==> config.mk <==
export PLATFORM = sky130hd
export DESIGN_NAME = ram_access_scheduler
export DESIGN_NICKNAME = d
export VERILOG_FILES = /design/src/rtl/ram_access_scheduler.sv
export SDC_FILE = /design/constraint.sdc
export NUM_CORES = 1
export LEC_CHECK = 0
export BUFFER_PORTS_ARGS = -buffer_cell sky130_fd_sc_hd__buf_2
export CORE_UTILIZATION = 46
export CTS_CLUSTER_DIAMETER = 30
export DETAILED_ROUTE_END_ITERATION = 7
export PLACE_DENSITY = 0.85
export SLEW_MARGIN = 25
export SYNTH_ARGS = -nofsm -noshare
export SYNTH_HDL_FRONTEND = slang
export SYNTH_SLANG_ARGS = --single-unit
==> constraint.sdc <==
create_clock -name clk -period 2.5 [get_ports clk]
set_clock_uncertainty 0.2 [all_clocks]
set_input_delay 0.375 -clock clk [delete_from_list [all_inputs] [get_ports clk]]
set_output_delay 0.375 -clock clk [all_outputs]
set_load 0.05 [all_outputs]
==> src/rtl/ram_access_scheduler.sv <==
// Round-robin scheduler sharing one single-port RAM between a write port (0) and two
// read ports (1, 2). One transaction in flight at a time; one-cycle ack per completion.
module ram_access_scheduler #(
    parameter int unsigned ADDR_W       = 8,
    parameter int unsigned DATA_W       = 28,
    parameter int unsigned READ_LATENCY = 2
) (
    input  logic              clk,
    input  logic              resetN,
    input  logic [2:0]        req,
    input  logic [ADDR_W-1:0] wrAddr0,
    input  logic [DATA_W-1:0] wrData0,
    input  logic [ADDR_W-1:0] rdAddr1,
    input  logic [ADDR_W-1:0] rdAddr2,
    input  logic [DATA_W-1:0] ramQ,
    output logic [ADDR_W-1:0] ramAddr,
    output logic [DATA_W-1:0] ramData,
    output logic              ramWren,
    output logic [2:0]        ack,
    output logic [DATA_W-1:0] rdData,
    output logic [1:0]        grantId,
    output logic              busy
);

    typedef enum logic [1:0] {StIdle, StGrant, StWait, StResp} stateT;

    stateT             stateQ, stateD;
    logic [1:0]        grantQ, grantD;
    logic [1:0]        lastQ, lastD;
    logic [ADDR_W-1:0] addrQ, addrD;
    logic [DATA_W-1:0] dataQ, dataD;
    logic [DATA_W-1:0] rdDataQ, rdDataD;
    logic [2:0]        cntQ, cntD;
    logic [1:0]        first, second, third, pick;

    // Search order starts one past the last served port.
    always_comb begin
        case (lastQ)
            2'd0:    begin first = 2'd1; second = 2'd2; third = 2'd0; end
            2'd1:    begin first = 2'd2; second = 2'd0; third = 2'd1; end
            default: begin first = 2'd0; second = 2'd1; third = 2'd2; end
        endcase
        if (req[first]) begin
            pick = first;
        end else if (req[second]) begin
            pick = second;
        end else begin
            pick = third;
        end
    end

    always_comb begin
        stateD  = stateQ;
        grantD  = grantQ;
        lastD   = lastQ;
        addrD   = addrQ;
        dataD   = dataQ;
        rdDataD = rdDataQ;
        cntD    = cntQ;
        case (stateQ)
            StIdle: begin
                if (req != 3'b000) begin
                    grantD = pick;
                    stateD = StGrant;
                    case (pick)
                        2'd0: begin
                            addrD = wrAddr0;
                            dataD = wrData0;
                        end
                        2'd1:    addrD = rdAddr1;
                        default: addrD = rdAddr2;
                    endcase
                end
            end
            StGrant: begin
                if (grantQ == 2'd0) begin
                    stateD = StResp;
                end else begin
                    cntD   = 3'(READ_LATENCY);
                    stateD = StWait;
                end
            end
            StWait: begin
                if (cntQ == 3'd1) begin
                    rdDataD = ramQ;
                    stateD  = StResp;
                end else begin
                    cntD = cntQ - 3'd1;
                end
            end
            StResp: begin
                lastD  = grantQ;
                grantD = 2'd3;
                stateD = StIdle;
            end
            default: stateD = StIdle;
        endcase
    end

    always_ff @(posedge clk or negedge resetN) begin
        if (!resetN) begin
            stateQ  <= StIdle;
            grantQ  <= 2'd3;
            lastQ   <= 2'd2;
            addrQ   <= '0;
            dataQ   <= '0;
            rdDataQ <= '0;
            cntQ    <= 3'd0;
        end else begin
            stateQ  <= stateD;
            grantQ  <= grantD;
            lastQ   <= lastD;
            addrQ   <= addrD;
            dataQ   <= dataD;
            rdDataQ <= rdDataD;
            cntQ    <= cntD;
        end
    end

    // Decoded from registered state so an async reset drops them immediately.
    always_comb begin
        ack = 3'b000;
        if (stateQ == StResp) begin
            case (grantQ)
                2'd0:    ack = 3'b001;
                2'd1:    ack = 3'b010;
                2'd2:    ack = 3'b100;
                default: ack = 3'b000;
            endcase
        end
    end

    assign ramWren = (stateQ == StGrant) && (grantQ == 2'd0);
    assign ramAddr = addrQ;
    assign ramData = dataQ;
    assign rdData  = rdDataQ;
    assign grantId = grantQ;
    assign busy    = (stateQ != StIdle);

endmodule

Yosys cells after proc, flatten, opt, wreduce, memory -nomap -nowiden
Index checks and enable logic that the tools add are counted.

storage, ports and cells
  logic and storage cells = 58
  input bits = 85
  output and inout bits = 71
  bits in registers = 73

cells by class
  add/subtract/negate cells = 1
  eq/ne operators = 12
  muxes and demuxes = 21
  magnitude comparators = 2
  reduce and logical (&&, ||, !) cells = 15

operators by type and width
  operator               count
  $pmux W2 S2            4
  $pmux W8 S2            1
  $mux W2                5
  $mux W3                3
  $pmux W3 S3            1
  $eq A2 B1 Y1 const B   4
  $logic_not A2 Y1       4
  $ne A2 B2 Y1 const B   4
  $pmux W2 S4            1
  $reduce_and A2 Y1      4
  $eq A2 B2 Y1 const B   3
  $lt A2 B3 Y1 const B   2
  $pmux W3 S2            1
  $reduce_and A3 Y1      2
  $reduce_bool A2 Y1     3
  $bmux W1 S2            2
  $eq A3 B1 Y1 const B   1
  $mux W1                3
  $reduce_bool A3 Y1     1
  $sub A3 B1 Y3 const B  1
  $logic_and A1 B1 Y1    1

Depth between registers and ports, before layout
Gate-level depths: netlist of run 1.

  depth in word-level cells = 8
  gate-level depth with buffers = 7
  gate-level depth less buffers = 6

Worst setup path after synthesis of run 1
Ideal clock, no wire load.

  path type = reg-to-output
  start point = register stateQ[1]
  end point = output ack[0]
  slack = 0.120 ns
  path buffers = 0
  cell stages (with the launch flop) = 3
  arrival time = 1.805 ns
  required time = 1.925 ns
  cells stage by stage = dfrtp_1 ha_1 nor3b_1

on the way
  longest elaborated chain between the ends = 2

RTL lines
  item                    RTL line  source
  from (decl)             27        stateT stateQ, stateD;
  from (signal assigned)  102       stateQ <= StIdle;
  from (signal assigned)  110       stateQ <= stateD;
  $eq A2 B2 Y1            123       if (stateQ == StResp) begin
  $mux W3                 123
  to (decl)               19        output logic [2:0] ack,

Every way passes these cells.

Worst setup path in the final report of run 1
  start point = register stateQ[1]
  end point = output ramWren

on the way
  longest elaborated chain between the ends = 2

RTL lines
  item                 RTL line  source
  $eq A2 B1 Y1         133       assign ramWren = (stateQ == StGrant) && (grantQ == 2'd0);
  $logic_and A1 B1 Y1  133
  to (decl)            18        output logic ramWren,

Every way passes these cells.

==> metrics.md, run 1 <==
| Metric | Value |
|---|---|
| Core footprint | `6530 µm²` |
| Crit path time final | `between 2000 and 2500 ps` |
| Critical path type | `reg2out` |
| 1st-pass router iterations | `5` |
| Final setup TNS | `0 ps` |
| Highest metal used | `met4` |
| IO Port Bufs | `about 160` |
| Site row count | `29` |
| Synthesized area per cell | `around 13 µm²` |
| Worst-margin pin slew | `704 ps` |
| Max Fclk | `between 400 and 500 MHz` |
| TritonCTS buffer count | `9` |
| Synth top cells by count | `70 x dfrtp_1, 57 x mux2_2, 16 x o21ai_0` |
| Reg-to-reg slack, setup | `around 370 ps` |
| Post-DP HPWL | `5530 µm` |
| Number of setup buffers added after CTS | `0` |
| Die ar. | `7270 µm²` |
| Chip width | `approximately 85 µm` |
| Largest net degree at the start of global routing | `74` |
| Crit-path cells | `inv_1 > ha_1 > or3b_4 > inv_1 > clkbuf_4` |
| Largest cells by area after synthesis | `dfrtp_1 55%, mux2_2 20%, ha_1 2.7%` |
| Max stage delay on crit path | `420 ps` |
| CP max FO | `6` |
| First-pass GRT wire length | `about 12000 µm` |
| Final Hold Viols | `0` |
| Outcome | `complete, no violations` |
| EDFF count, synth | `0` |
| Antenna viol nets, final | `0` |
| Area leader, netlist | `dfrtp_1` |
| Netlist Area Pre-Place | `around 3200 µm²` |
| Slew HR | `52.7%` |
| Cell Area, Placed | `4070 µm²` |
| Antenna Cells | `0` |
| H-tree levels | `3` |
| Later-pin clock latency in the skew report | `330 ps` |
| Hold slack | `66.7 ps` |
| Die H | `between 80 and 90 µm` |
| RSZ-0062 raised after global routing | `false` |
| Metal-1 WL | `around 2900 µm` |
| Final Setup Violations | `0` |
| Sequential area share after synthesis | `57.4%` |
| Syn Nets | `between 300 and 400` |
| Period Utilization, post-route | `between 90 and 100%` |
| Antenna violations before repair | `0` |
| Total Wirelength | `~7500 µm` |
| Detailed route wirelength on metal3 | `about 380 µm` |
| Synth Flop Type | `dfrtp_1` |
| Met2 WL post-DR | `4040 µm` |
| Fillers | `497` |
| Post-synth ARST share | `between 90% and 100%` |
| Pins over their slew limit | `0` |
| Max Cap Viol | `0` |
| DR iter-0 viols | `127` |
| Distinct cells, synth | `35` |
| Startpoint Class | `register` |
| Utilization after layout | `66.2%` |
| Initial core utilization | `48.8%` |
| Cell family with most CP delay | `buffers and inverters` |
| Syn Inst Count | `~240` |
| CP endpoint kind | `output port` |
| Synth Warn # | `0` |
| WP buf/inv | `3` |
| Flops & latches, synth | `between 70 and 80` |
| Max Root-Sink Buffers | `2` |
| Most used cell, CP | `inv_1` |
| I/O Pins | `roughly 160` |
| Worst path slowest cell | `dfrtp_1` |
| Worst Hold Class | `in2reg` |
| Most frequent cell after synthesis | `dfrtp_1` |
| Share of layout cells above drive strength 1 | `between 50 and 60%` |
| Area share of the largest cell type after synthesis | `a little over half` |
| CTS sink cnt | `between 70 and 80` |
| Crit path DAT | `about 1800 ps` |
| Total gr overflow | `0` |
| Vias in the first global route | `between 2000 and 3000` |
| Final Cell Area | `~4300 µm²` |
| # DRC | `0` |
| Wire length per cell after detailed routing | `15.5 µm` |
| Via count | `approximately 2600` |
| GPL Wtd Cong | `between 0.8 and 0.9` |
| CTS tree | `built` |
| Final nets | `492` |
| Clock Pin Slew Worst Setup and Hold Paths | `approximately 80 ps` |
| Worst Path Required | `1920 ps` |
| GRT Total Usage | `a little over a fifth` |
| Root Buffer | `clkbuf_8` |
| Layout area overhead | `35.6%` |
| Number of vias per cell | `approximately 5.4` |
[routing by layer]
| metal | up-vias | global-route usage [%] |
|---|---|---|
| met2 | 89 | 37.8 |
| li1 | 1207 | - |
| met3 | 20 | 4.38 |
| met4 | 0 | 11.7 |
| met5 | - | 0 |
| met1 | 1287 | 24.1 |
[registers in the layout, summed over array words and instances (netlist names)]
signal   count
ramData     28
stateQ       2
ramAddr      8
grantId      2
lastQ        2
cntQ         3
rdData      28
[stage by stage]
step | worst slack [ps] | instances
after global placement | 451 | 465
after global routing | 77.4 | 482
after CTS | 20.9 | 482
final | 180 | 482
after detailed placement | 404 | 465
after floorplan | 120 | 237
[area by class of cell]
type                    instances  area, µm²  area share [%]
clock buffers                  12        145            3.36
clock inverters                 4       98.8            2.29
inverters                       8       30.0           0.694
multi-input cells             147       1270            29.4
flip-flops and latches         73       1830            42.3
well taps                      77       96.3            2.23
repair buffers                161        851            19.7
[cell usage in the layout, fill, tap and decap left out, types with 2 or more instances in the layout]
cell type | Yosys | layout
a21oi_1 | 3 | 3
a222oi_1 | 8 | 8
a22o_1 | 2 | 2
a32oi_1 | 9 | 9
and2_1 | 8 | 8
and2b_1 | 2 | 2
buf_12 | 0 | 2
buf_2 | 2 | 154
buf_4 | 0 | 3
bufinv_16 | 0 | 3
clkbuf_1 | 3 | 2
clkbuf_8 | 0 | 10
dfrtp_1 | 70 | 70
dfstp_2 | 3 | 3
ha_1 | 7 | 7
inv_1 | 8 | 8
mux2_2 | 57 | 57
nand2_1 | 4 | 4
nand2b_1 | 3 | 3
nand3_1 | 4 | 4
nor2_1 | 8 | 8
o21ai_0 | 16 | 16
o22ai_1 | 2 | 2
[cell families (layout without fill, tap and decap cells)]
kind of cell	Yosys count	after routing	synth area share, %
AO/OA/AOI/OAI	45	45	10.0
adder cells (fa/ha/maj)	7	7	2.75
buffers and inverters	17	185	2.79
flip-flops	73	73	57.4
multiplexers	57	57	20.1
AND/OR/NAND/NOR	38	38	6.94
[repair_timing]
action                                  4_1_cts  5_1_grt
gates resized for setup                       0        2
endpoints found under the hold margin        70        0
endpoints found under the setup margin        0        1
hold buffers                                  1        0
[final timing paths]
path / start / to / cells past startpoint
max: stateQ[1]$_DFFE_PN0P_ / ramWren / 5
min: ramQ[11] / rdData[11]$_DFFE_PN0P_ / 2
max reg2reg: stateQ[0]$_DFFE_PN0P_ / stateQ[0]$_DFFE_PN0P_ / 6
min reg2reg: ramAddr[1]$_DFFE_PN0P_ / ramAddr[1]$_DFFE_PN0P_ / 2
max in group asynchronous: resetN / grantId[0]$_DFFE_PN1P_ / 3
min in group asynchronous: resetN / ramData[13]$_DFFE_PN0P_ / 3
Power of run 1 is left out: the tool's default activity adds up to more than one toggle a clock period on the data nets, which glitch-free logic cannot reach.
==> run 2, diff against run 1 <==
--- a/config.mk
+++ b/config.mk
@@ -6,10 +6,12 @@
 export NUM_CORES = 1
 export LEC_CHECK = 0
 export BUFFER_PORTS_ARGS = -buffer_cell sky130_fd_sc_hd__buf_2
-export CORE_UTILIZATION = 46
+export CELL_PAD_IN_SITES_DETAIL_PLACEMENT = 0
+export CELL_PAD_IN_SITES_GLOBAL_PLACEMENT = 2
+export CORE_UTILIZATION = 28
 export CTS_CLUSTER_DIAMETER = 30
 export DETAILED_ROUTE_END_ITERATION = 7
-export PLACE_DENSITY = 0.85
+export PLACE_DENSITY = 0.84
 export SLEW_MARGIN = 25
 export SYNTH_ARGS = -nofsm -noshare
 export SYNTH_HDL_FRONTEND = slang
==> metrics.md, run 2 (synthesis gave the netlist of run 1 again) <==
| Metric | Value |
|---|---|
| Final nets | `492 (unchanged)` |
| Post-DP HPWL | `5590 µm (+0.97%)` |
| Final setup TNS | `0 ps (unchanged)` |
| Max Fclk | `435 MHz (+1.0%)` |
| H-tree levels | `3 (unchanged)` |
| Startpoint Class | `register` |
| Cell Area, Placed | `4150 µm² (+2.0%)` |
| Highest metal used | `met4` |
| Slew HR | `57.3% (+4.6 points)` |
| Pins over their slew limit | `0 (unchanged)` |
| Initial core utilization | `29.0% (-20 points)` |
| Commonest non-fill, non-tap cell in the layout | `buf_2` |
| Detailed route wirelength on metal3 | `573 µm (+52%)` |
| Critical path type | `reg2out` |
| GRT Total Usage | `12.9% (-8.4 points)` |
| Wire length per cell after detailed routing | `13.7 µm (-12%)` |
| Met2 WL post-DR | `3570 µm (-12%)` |
| Max stage delay on crit path | `420 ps (about the same)` |
| Period Utilization, post-route | `91.9% (-0.93 points)` |
| Metal-1 WL | `3140 µm (+9.5%)` |
| Worst path slowest cell | `or3b_4` |
| I/O Pins | `156 (unchanged)` |
| Most used cell, CP | `inv_1` |
| Antenna violations before repair | `1 (+1)` |
| Via count | `2514 (-3.4%)` |
| Worst VDD drop | `~0.00074 V` |
| Crit. Startpoint | `stateQ[1]$_DFFE_PN0P_` |
| RR Startpoint | `stateQ[0]$_DFFE_PN0P_` |
| Fillers | `1070 (+120%)` |
| Total gr overflow | `0 (unchanged)` |
| Final Cell Area | `4490 µm² (+3.7%)` |
| CTS sink cnt | `73 (unchanged)` |
| Crit path DAT | `1720 ps (-30 ps)` |
| GPL Wtd Cong | `0.773 (-8.2%)` |
| CTS tree | `built` |
| IO Port Bufs | `155 (unchanged)` |
| Later-pin clock latency in the skew report | `330 ps (about the same)` |
| Die H | `109 µm (+28%)` |
| Number of vias per cell | `4.61 (-15%)` |
| Antenna Cells | `0 (unchanged)` |
| TritonCTS buffer count | `9 (unchanged)` |
| Vias in the first global route | `2459 (-6.4%)` |
| Post-route insts no fill | `545 (+13%)` |
| Outcome | `complete, no violations` |
| Largest net degree at the start of global routing | `49 (-34%)` |
| # DRC | `0 (unchanged)` |
| Antenna viol nets, final | `0 (unchanged)` |
| Final Setup Violations | `0 (unchanged)` |
| Max Cap Viol | `0 (unchanged)` |
| Clock Pin Slew Worst Setup and Hold Paths | `60 ps (-20 ps)` |
| Most frequent cells in the layout | `153 x buf_2, 70 x dfrtp_1, 57 x mux2_2, 16 x o21ai_0` |
| Core footprint | `11000 µm² (+68%)` |
| Dpl cells | `528 (+14%)` |
| CP max FO | `6 (unchanged)` |
| Hold path startpoint | `ramQ[1]` |
| Chip width | `109 µm (+28%)` |
| Crit path time final | `2300 ps (-23.3 ps)` |
| Total Wirelength | `7440 µm (-0.63%)` |
| Final Hold Viols | `0 (unchanged)` |
| Worst Hold Class | `in2reg` |
| Worst-margin pin slew | `636 ps (-68.1 ps)` |
| DR iter-0 viols | `95 (-25%)` |
| RSZ-0062 raised after global routing | `false` |
| LEAKAGE | `2.17 nW` |
| Pwr/cell area | `between 1500 and 2000 nW/µm²` |
| CP endpoint kind | `output port` |
| Share of layout cells above drive strength 1 | `58.0% (-0.25 points)` |
| Worst Path Required | `1920 ps (about the same)` |
| Max Root-Sink Buffers | `2 (unchanged)` |
| Cell family with most CP delay | `simple AND/OR/NAND/NOR gates` |
| Layout area overhead | `40.6%` |
| 1st-pass router iterations | `4 (-1)` |
| First-pass GRT wire length | `11600 µm (-4.1%)` |
| WP buf/inv | `3 (unchanged)` |
| Die ar. | `11800 µm² (+63%)` |
| Site row count | `38 (+31%)` |
| Root Buffer | `clkbuf_16` |
| Crit-path cells | `inv_1 > ha_1 > or3b_4 > inv_1 > buf_4` |
-- run 2: changes by cell type in the layout (fill, tap and decap cells not counted), sizes merged --
cell	before	now
buf	159	160
bufinv	3	2
clkbuf	13	14
inv	9	8
-- run 2: repair_timing --
| action | 4_1_cts | 5_1_grt |
|---|---|---|
| setup buffers | 0 | 0 |
| hold endpoints to repair | 22 | 0 |
| hold buffers | 1 | 0 |
| gates resized for setup | 1 | 1 |
| setup endpoints to repair | 1 | 1 |
| pin swaps | 0 | 0 |
-- run 2: metrics by stage --
step	power, mW	hold slack (ps)	setup slack [ps]	utilization, %
after floorplan	5.15	-121	120	-
after detailed placement	6.12	123	368	37.8
after global placement	6.06	112	430	37.8
after global routing	7.89	59.2	105	40.8
final	7.45	74.3	203	40.8
after CTS	7.55	60.0	56.8	40.8
-- run 2: path summary, 6_finish.rpt --
path                                          end  slack, ps  cells past startpoint
hold reg to reg            ramAddr[5]$_DFFE_PN0P_        280                      2
hold / removal              rdData[1]$_DFFE_PN0P_         70                      2
min in group asynchronous   rdData[1]$_DFFE_PN0P_        310                      2
setup reg to reg            stateQ[0]$_DFFE_PN0P_        380                      6
max in group asynchronous  rdData[22]$_DFFE_PN0P_       1200                      3
setup / recovery                          ramWren        200                      5
-- run 2: cell type report --
type	count	area (µm²)	area share (%)
clock inverters	2	60.1	1.34
well taps	140	175	3.91
repair buffers	161	853	19.0
inverters	8	30.0	0.669
flip-flops and latches	73	1830	40.8
clock buffers	14	264	5.89
multi-input cells	147	1270	28.4
-- run 2: worst register-to-register path, delay by kind of cell, from the launching register on --
kind	cells	cell delay (ps)
buffers and inverters	1	150
adder cells (fa/ha/maj)	1	280
AND/OR/NAND/NOR	1	550
AO/OA/AOI/OAI	3	400
flip-flops	1	400
-- run 2: where the power goes --
part	switching, mW	internal, mW
registers	0.318	1.80
clock network	0.457	0.929
logic	2.83	1.12
-- run 2: per-layer routing --
layer / up-vias / track usage, %
met2: 110 / 21.5
met1: 1188 / 14.9
met4: 0 / 7.24
li1: 1205 / -
met5: - / 0
met3: 11 / 3.65
Power figures use the tool's default switching activity.
